==> src/rtl/inst_loader.sv <==
// UART bootloader for the instruction RAM.
// Receives "A5, LEN_HI, LEN_LO, 4*N data bytes (MSB first), XOR checksum" on an
// 8N1 line, writes each assembled 32-bit word to the RAM write port, and keeps
// the CPU in reset until a frame completes with a matching checksum.
module inst_loader #(
  parameter int CLKS_PER_BIT = 868,
  parameter int ADDR_W       = 10,
  parameter int TIMEOUT_CLKS = 1_000_000
) (
  input  logic              clk,
  input  logic              rst,
  input  logic              start_i,
  input  logic              rx_i,
  output logic              ram_we_o,
  output logic [ADDR_W-1:0] ram_addr_o,
  output logic [31:0]       ram_data_o,
  output logic              cpu_rst_o,
  output logic              busy_o,
  output logic              done_o,
  output logic              err_o,
  output logic [ADDR_W:0]   word_cnt_o
);

  localparam int BIT_CW = $clog2(CLKS_PER_BIT + 1);
  localparam int TMO_W  = $clog2(TIMEOUT_CLKS + 1);
  localparam logic [BIT_CW-1:0] BIT_LAST  = BIT_CW'(CLKS_PER_BIT - 1);
  localparam logic [BIT_CW-1:0] HALF_LAST = BIT_CW'(CLKS_PER_BIT / 2 - 1);
  localparam logic [TMO_W-1:0]  TMO_MAX   = TMO_W'(TIMEOUT_CLKS);
  localparam logic [16:0]       LEN_MAX   = 17'(2 ** ADDR_W);
  localparam logic [7:0]        SYNC_BYTE = 8'hA5;

  typedef enum logic [1:0] {RX_IDLE, RX_START, RX_DATA, RX_STOP} rx_state_t;
  typedef enum logic [3:0] {
    S_IDLE, S_SYNC, S_LEN_HI, S_LEN_LO, S_DATA, S_WRITE, S_CSUM, S_DONE, S_ERR
  } state_t;

  // ---------------- UART receiver ----------------
  rx_state_t         rx_state;
  logic              rx_meta, rx_s, rx_q;
  logic [BIT_CW-1:0] bit_cnt;
  logic [2:0]        bit_idx;
  logic [7:0]        rx_sr;
  logic [7:0]        rx_byte;
  logic              byte_valid;
  logic              frame_err;

  // Synchronise rx_i, detect start edge, sample bits at their centres.
  always_ff @(posedge clk or negedge rst) begin
    if (!rst) begin
      rx_meta    <= 1'b1;
      rx_s       <= 1'b1;
      rx_q       <= 1'b1;
      rx_state   <= RX_IDLE;
      bit_cnt    <= '0;
      bit_idx    <= '0;
      rx_sr      <= '0;
      rx_byte    <= '0;
      byte_valid <= 1'b0;
      frame_err  <= 1'b0;
    end else begin
      // NOTE: state registers use non-blocking assignments so every flop in
      // this block samples the values from before the edge, like real hardware.
      rx_meta    <= rx_i;
      rx_s       <= rx_meta;
      rx_q       <= rx_s;
      byte_valid <= 1'b0;
      frame_err  <= 1'b0;
      case (rx_state)
        RX_IDLE: begin
          if (rx_q && !rx_s) begin
            rx_state <= RX_START;
            bit_cnt  <= '0;
          end
        end
        RX_START: begin
          if (bit_cnt == HALF_LAST) begin
            bit_cnt  <= '0;
            bit_idx  <= '0;
            // Line back high at mid start bit means it was a glitch.
            rx_state <= rx_s ? RX_IDLE : RX_DATA;
          end else begin
            bit_cnt <= bit_cnt + 1'b1;
          end
        end
        RX_DATA: begin
          if (bit_cnt == BIT_LAST) begin
            bit_cnt <= '0;
            rx_sr   <= {rx_s, rx_sr[7:1]};
            bit_idx <= bit_idx + 1'b1;
            if (bit_idx == 3'd7) rx_state <= RX_STOP;
          end else begin
            bit_cnt <= bit_cnt + 1'b1;
          end
        end
        RX_STOP: begin
          if (bit_cnt == BIT_LAST) begin
            bit_cnt    <= '0;
            rx_byte    <= rx_sr;
            byte_valid <= rx_s;
            frame_err  <= !rx_s;
            rx_state   <= RX_IDLE;
          end else begin
            bit_cnt <= bit_cnt + 1'b1;
          end
        end
        default: rx_state <= RX_IDLE;
      endcase
    end
  end

  // ---------------- Frame loader ----------------
  state_t           state;
  logic             start_q;
  logic [15:0]      len;
  logic [1:0]       byte_idx;
  logic [23:0]      word_sr;
  logic [7:0]       csum;
  logic [TMO_W-1:0] tmo_cnt;
  logic             in_frame;
  logic             abort;
  logic [16:0]      words_next;

  assign in_frame   = state inside {S_LEN_HI, S_LEN_LO, S_DATA, S_WRITE, S_CSUM};
  assign abort      = frame_err || (tmo_cnt == TMO_MAX);
  assign words_next = 17'(word_cnt_o) + 17'd1;

  // Frame parsing, word assembly, RAM strobes and status outputs.
  always_ff @(posedge clk or negedge rst) begin
    if (!rst) begin
      state      <= S_IDLE;
      start_q    <= 1'b0;
      len        <= '0;
      byte_idx   <= '0;
      word_sr    <= '0;
      csum       <= '0;
      tmo_cnt    <= '0;
      ram_we_o   <= 1'b0;
      ram_addr_o <= '0;
      ram_data_o <= '0;
      cpu_rst_o  <= 1'b1;
      busy_o     <= 1'b0;
      done_o     <= 1'b0;
      err_o      <= 1'b0;
      word_cnt_o <= '0;
    end else begin
      start_q  <= start_i;
      ram_we_o <= 1'b0;

      // Inter-byte gap counter, only meaningful once the header is seen.
      if (!in_frame || byte_valid) tmo_cnt <= '0;
      else if (tmo_cnt != TMO_MAX) tmo_cnt <= tmo_cnt + 1'b1;

      if (in_frame && abort) begin
        state <= S_ERR;
      end else begin
        case (state)
          S_IDLE: begin
            if (start_i && !start_q) begin
              state      <= S_SYNC;
              busy_o     <= 1'b1;
              cpu_rst_o  <= 1'b1;
              done_o     <= 1'b0;
              err_o      <= 1'b0;
              word_cnt_o <= '0;
            end
          end
          S_SYNC: begin
            if (byte_valid && rx_byte == SYNC_BYTE) state <= S_LEN_HI;
          end
          S_LEN_HI: begin
            if (byte_valid) begin
              len[15:8] <= rx_byte;
              state     <= S_LEN_LO;
            end
          end
          S_LEN_LO: begin
            if (byte_valid) begin
              len      <= {len[15:8], rx_byte};
              byte_idx <= '0;
              csum     <= '0;
              if ({1'b0, len[15:8], rx_byte} > LEN_MAX) state <= S_ERR;
              else if ({len[15:8], rx_byte} == 16'd0)   state <= S_CSUM;
              else                                      state <= S_DATA;
            end
          end
          S_DATA: begin
            if (byte_valid) begin
              csum     <= csum ^ rx_byte;
              byte_idx <= byte_idx + 1'b1;
              word_sr  <= {word_sr[15:0], rx_byte};
              if (byte_idx == 2'd3) begin
                ram_we_o   <= 1'b1;
                ram_addr_o <= word_cnt_o[ADDR_W-1:0];
                ram_data_o <= {word_sr, rx_byte};
                state      <= S_WRITE;
              end
            end
          end
          S_WRITE: begin
            word_cnt_o <= word_cnt_o + 1'b1;
            state      <= (words_next == {1'b0, len}) ? S_CSUM : S_DATA;
          end
          S_CSUM: begin
            if (byte_valid) state <= (rx_byte == csum) ? S_DONE : S_ERR;
          end
          S_DONE: begin
            done_o    <= 1'b1;
            busy_o    <= 1'b0;
            cpu_rst_o <= 1'b0;
            state     <= S_IDLE;
          end
          S_ERR: begin
            err_o  <= 1'b1;
            busy_o <= 1'b0;
            state  <= S_IDLE;
          end
          default: state <= S_IDLE;
        endcase
      end
    end
  end

endmodule

==> config.mk <==
export PLATFORM = sky130hd
export DESIGN_NAME = inst_loader
export DESIGN_NICKNAME = d
export VERILOG_FILES = /design/src/rtl/inst_loader.sv
export SDC_FILE = /design/constraint.sdc
export NUM_CORES = 1
export LEC_CHECK = 0
export BUFFER_PORTS_ARGS = -buffer_cell sky130_fd_sc_hd__buf_2
export CORE_ASPECT_RATIO = 1.4
export CORE_MARGIN = 4
export CORE_UTILIZATION = 23
export CTS_CLUSTER_SIZE = 25
export DETAILED_ROUTE_END_ITERATION = 8
export GPL_ROUTABILITY_DRIVEN = 1
export GPL_TIMING_DRIVEN = 0
export PLACE_DENSITY_LB_ADDON = 0.2
export SYNTH_ARGS = -nofsm -noshare
export SYNTH_HDL_FRONTEND = slang
export SYNTH_SLANG_ARGS = --single-unit
==> constraint.sdc <==
create_clock -name clk -period 2.18 [get_ports clk]
set_input_delay 0.109 -clock clk [delete_from_list [all_inputs] [get_ports clk]]
set_output_delay 0.109 -clock clk [all_outputs]
set_load 0.01 [all_outputs]
==> metrics.md <==
| Metric | Value |
|---|---|
| P per Cell Area | `819 nW/um2` |
| Total grt overflow | `0` |
| Arrival @ worst endpoint | `2750 ps` |
| Routed Antenna Nets | `0` |
| Area delta synth->final | `31.9%` |
| IO buf count | `61` |
| Clk sinks | `169` |
| Most frequent cells in the layout | `dfrtp_1, buf_2, nor2_1` |
| Total Routing Usage GR | `11.4%` |
| Initial Util | `23.5%` |
| Failing checks | `negative setup slack` |
| Clk_lat worst skew | `440 ps` |
| Max-slew violation count | `0` |
| Die X | `164 um` |
| Setup TNS | `-16860 ps` |
| Design area | `10400 um2` |
| Multiplexer share of the synthesized area | `13.7%` |
| Routed vias/inst | `4.45` |
| Worst Setup Start Kind | `flop` |
| Sequential element share of the synthesized area | `53.8%` |
| Slew headroom | `40.7%` |
| Period utilization | `112%` |
| Pin count of the biggest net entering global routing | `107` |
| Synthesized area per cell | `11.3 um2` |
| DIE AREA | `37300 um2` |
| Layout cells sized above 1 | `35.6%` |
| CTS tree | `done` |
| RSZ-0062 raised after global routing | `yes` |
| Clock Pin Slew Worst Setup and Hold Paths | `70 ps` |
| Crit end category | `flop` |
| Post-synthesis adder-cell area fraction | `1.27%` |
| ANT cells | `0` |
| DRC viols | `0` |
| Final #Nets | `823` |
| Worst EP required | `2500 ps` |
| Synth Instances | `697` |
| Seq cells post-synth | `169` |
| Via count | `5646` |
| WHS | `220 ps` |
| Drt initial violations | `241` |
| Hpwl dp | `13400 um` |
| Synth Area in Compound Gates | `9.48%` |
| DP Worst Slack | `-575 ps` |
| Average wire per standard cell | `16.4 um` |
| Clock Skew | `19.7 ps` |
| Ys flop type | `dfrtp_1` |
| Clk root buf | `clkbuf_16` |
| FFs w/ async S/R, synth | `100%` |
| Worst min-delay path category | `in2async` |
| Most common cell after layout, fill and taps aside | `dfrtp_1` |
| Dpl cell area | `8770 um2` |
| Fillers | `3405` |
| Combinational family with the most area after synthesis | `multiplexers` |
| Final WL | `20800 um` |
| YS warnings | `0` |
| Worst VDD drop | `406 uV` |
| Chip Height | `227 um` |
| Vias in the first global route | `5994` |
| Number of synthesized flops with an enable pin | `0` |
| Worst slew pin tran | `883 ps` |
| 1st-pass router iterations | `4` |
| First-pass GRT wire length | `33600 um` |
| Worst reg2reg path depth | `7` |
| Final core occ | `31.0%` |
| Post-route setup slack | `-257 ps` |
| Hold Fails Final Rpt | `0` |
| Synthesized cell area | `7870 um2` |
| Row cnt | `79` |
| Simple-gate area share of the yosys netlist | `13.4%` |
| Max H-tree Level | `4` |
| Max_cap viols | `0` |
| Synth Net Count | `709` |
| Critical path class | `reg2reg` |
| Peak Freq | `0.410 GHz` |
| Initial antenna violation count | `0` |
| Xor and xnor area share after synthesis | `4.67%` |
| Final Critical Period | `2440 ps` |
| Critical path fanouts, max | `7` |
| Setup-failing EPs final | `107` |
| Placer Congestion | `0.799` |
| CTS max path bufs | `2` |
| Leakage | `5.04 nW` |
| Synth cell types | `64` |
| Io pins | `62` |
| Core box area | `33500 um2` |
| Status | `complete, but fails checks` |
| Total CTS buffers | `17` |
## cell type report
type | instances | area [um2] | area share, %
plain buffers | 35 | 280 | 2.70
clock buffers | 20 | 457 | 4.40
clock inverters | 11 | 115 | 1.11
inverters | 26 | 97.6 | 0.940
multi-input cells | 467 | 3880 | 37.4
flip-flops and latches | 169 | 4240 | 40.9
well taps | 445 | 557 | 5.37
repair buffers | 95 | 746 | 7.19
## Yosys cell counts (4+ instances only)
| cell type | number | area, um2 |
|---|---|---|
| nor3_1 | 15 | 75.1 |
| o41ai_1 | 7 | 61.3 |
| nor2_1 | 50 | 188 |
| mux2i_1 | 5 | 50.1 |
| nand2_1 | 46 | 173 |
| nand3_1 | 21 | 105 |
| o21ai_0 | 52 | 260 |
| o22ai_1 | 4 | 25.0 |
| a21oi_1 | 19 | 95.1 |
| dfstp_2 | 4 | 105 |
| clkbuf_1 | 27 | 101 |
| buf_6 | 7 | 78.8 |
| xor2_1 | 19 | 166 |
| mux2_1 | 39 | 439 |
| ha_1 | 8 | 100 |
| inv_1 | 26 | 97.6 |
| nand4_1 | 15 | 93.8 |
| xnor2_1 | 23 | 201 |
| dfrtp_1 | 165 | 4130 |
| nor2b_1 | 6 | 37.5 |
| nand2b_1 | 12 | 75.1 |
| a211oi_1 | 4 | 30.0 |
| a31oi_1 | 5 | 31.3 |
| mux2_2 | 52 | 586 |
| o31ai_1 | 4 | 30.0 |
| nor4bb_1 | 4 | 40.0 |
## worst paths after layout
check                                  from        endpoint  slack [ps]
worst max-delay path            tmo_cnt[12]  ram_data_o[26]        -260
min in group clk                       rx_i         rx_meta         320
max in group asynchronous               rst      bit_cnt[0]         980
worst min register to register      rx_meta            rx_s         360
worst min-delay path                    rst   ram_addr_o[5]         220
worst max register to register  tmo_cnt[12]  ram_data_o[26]        -260
## through the flow
| stage | cells | power, mW |
|---|---|---|
| after floorplan | 697 | 4.59 |
| after global placement | 1203 | 5.16 |
| after detailed placement | 1204 | 5.17 |
| after CTS | 1262 | 8.62 |
| after global routing | 1268 | 8.99 |
| final | 1268 | 8.50 |
## worst max-delay path, stage by stage (launching register included)
cell and delay [ps]:
dfrtp_1 440, nor4_4 820, nand2_4 70, nor4bb_4 210
buf_12 160, nand2_8 140, clkbuf_16 170, mux2_1 310
## where the power goes
part           leakage, nW  switching (mW)  internal, mW  total, mW
Combinational         2.44            1.28         0.781       2.06
Clock                0.273            1.34          1.65       3.00
Sequential            2.32           0.145          3.30       3.44
Total                 5.04            2.77          5.73       8.50
## state kept, by name (all words and copies together) (netlist names), 8 cells and up, named ones only
signal / count
tmo_cnt: 20
word_sr: 24
ram_data_o: 32
rx_sr: 8
ram_addr_o: 10
len: 16
csum: 8
bit_cnt: 10
word_cnt_o: 11
rx_byte: 8
## routing by layer
layer  GRT usage (%)  up-vias  wire length, um
li1                -     2703                -
met1            14.1     2856             9200
met2            20.0       72            10800
met3            2.27       15              445
met4            3.71        0              312
met5               0        -                0
## logic make-up after synthesis
logic type	count (synthesis)
XOR/XNOR	42
AND/OR/NAND/NOR	199
adder cells (fa/ha/maj)	8
AO/OA/AOI/OAI	120
flip-flops	169
buffers and inverters	63
multiplexers	96
## what timing repair did
item,CTS,global route
cloned,3,5
pin swaps,22,8
hold buffers,3,0
setup endpoints to repair,141,138
endpoints found under the hold margin,64,0
buffers inserted,22,2
gates resized for setup,171,28
(Power assumes the default switching activity.)
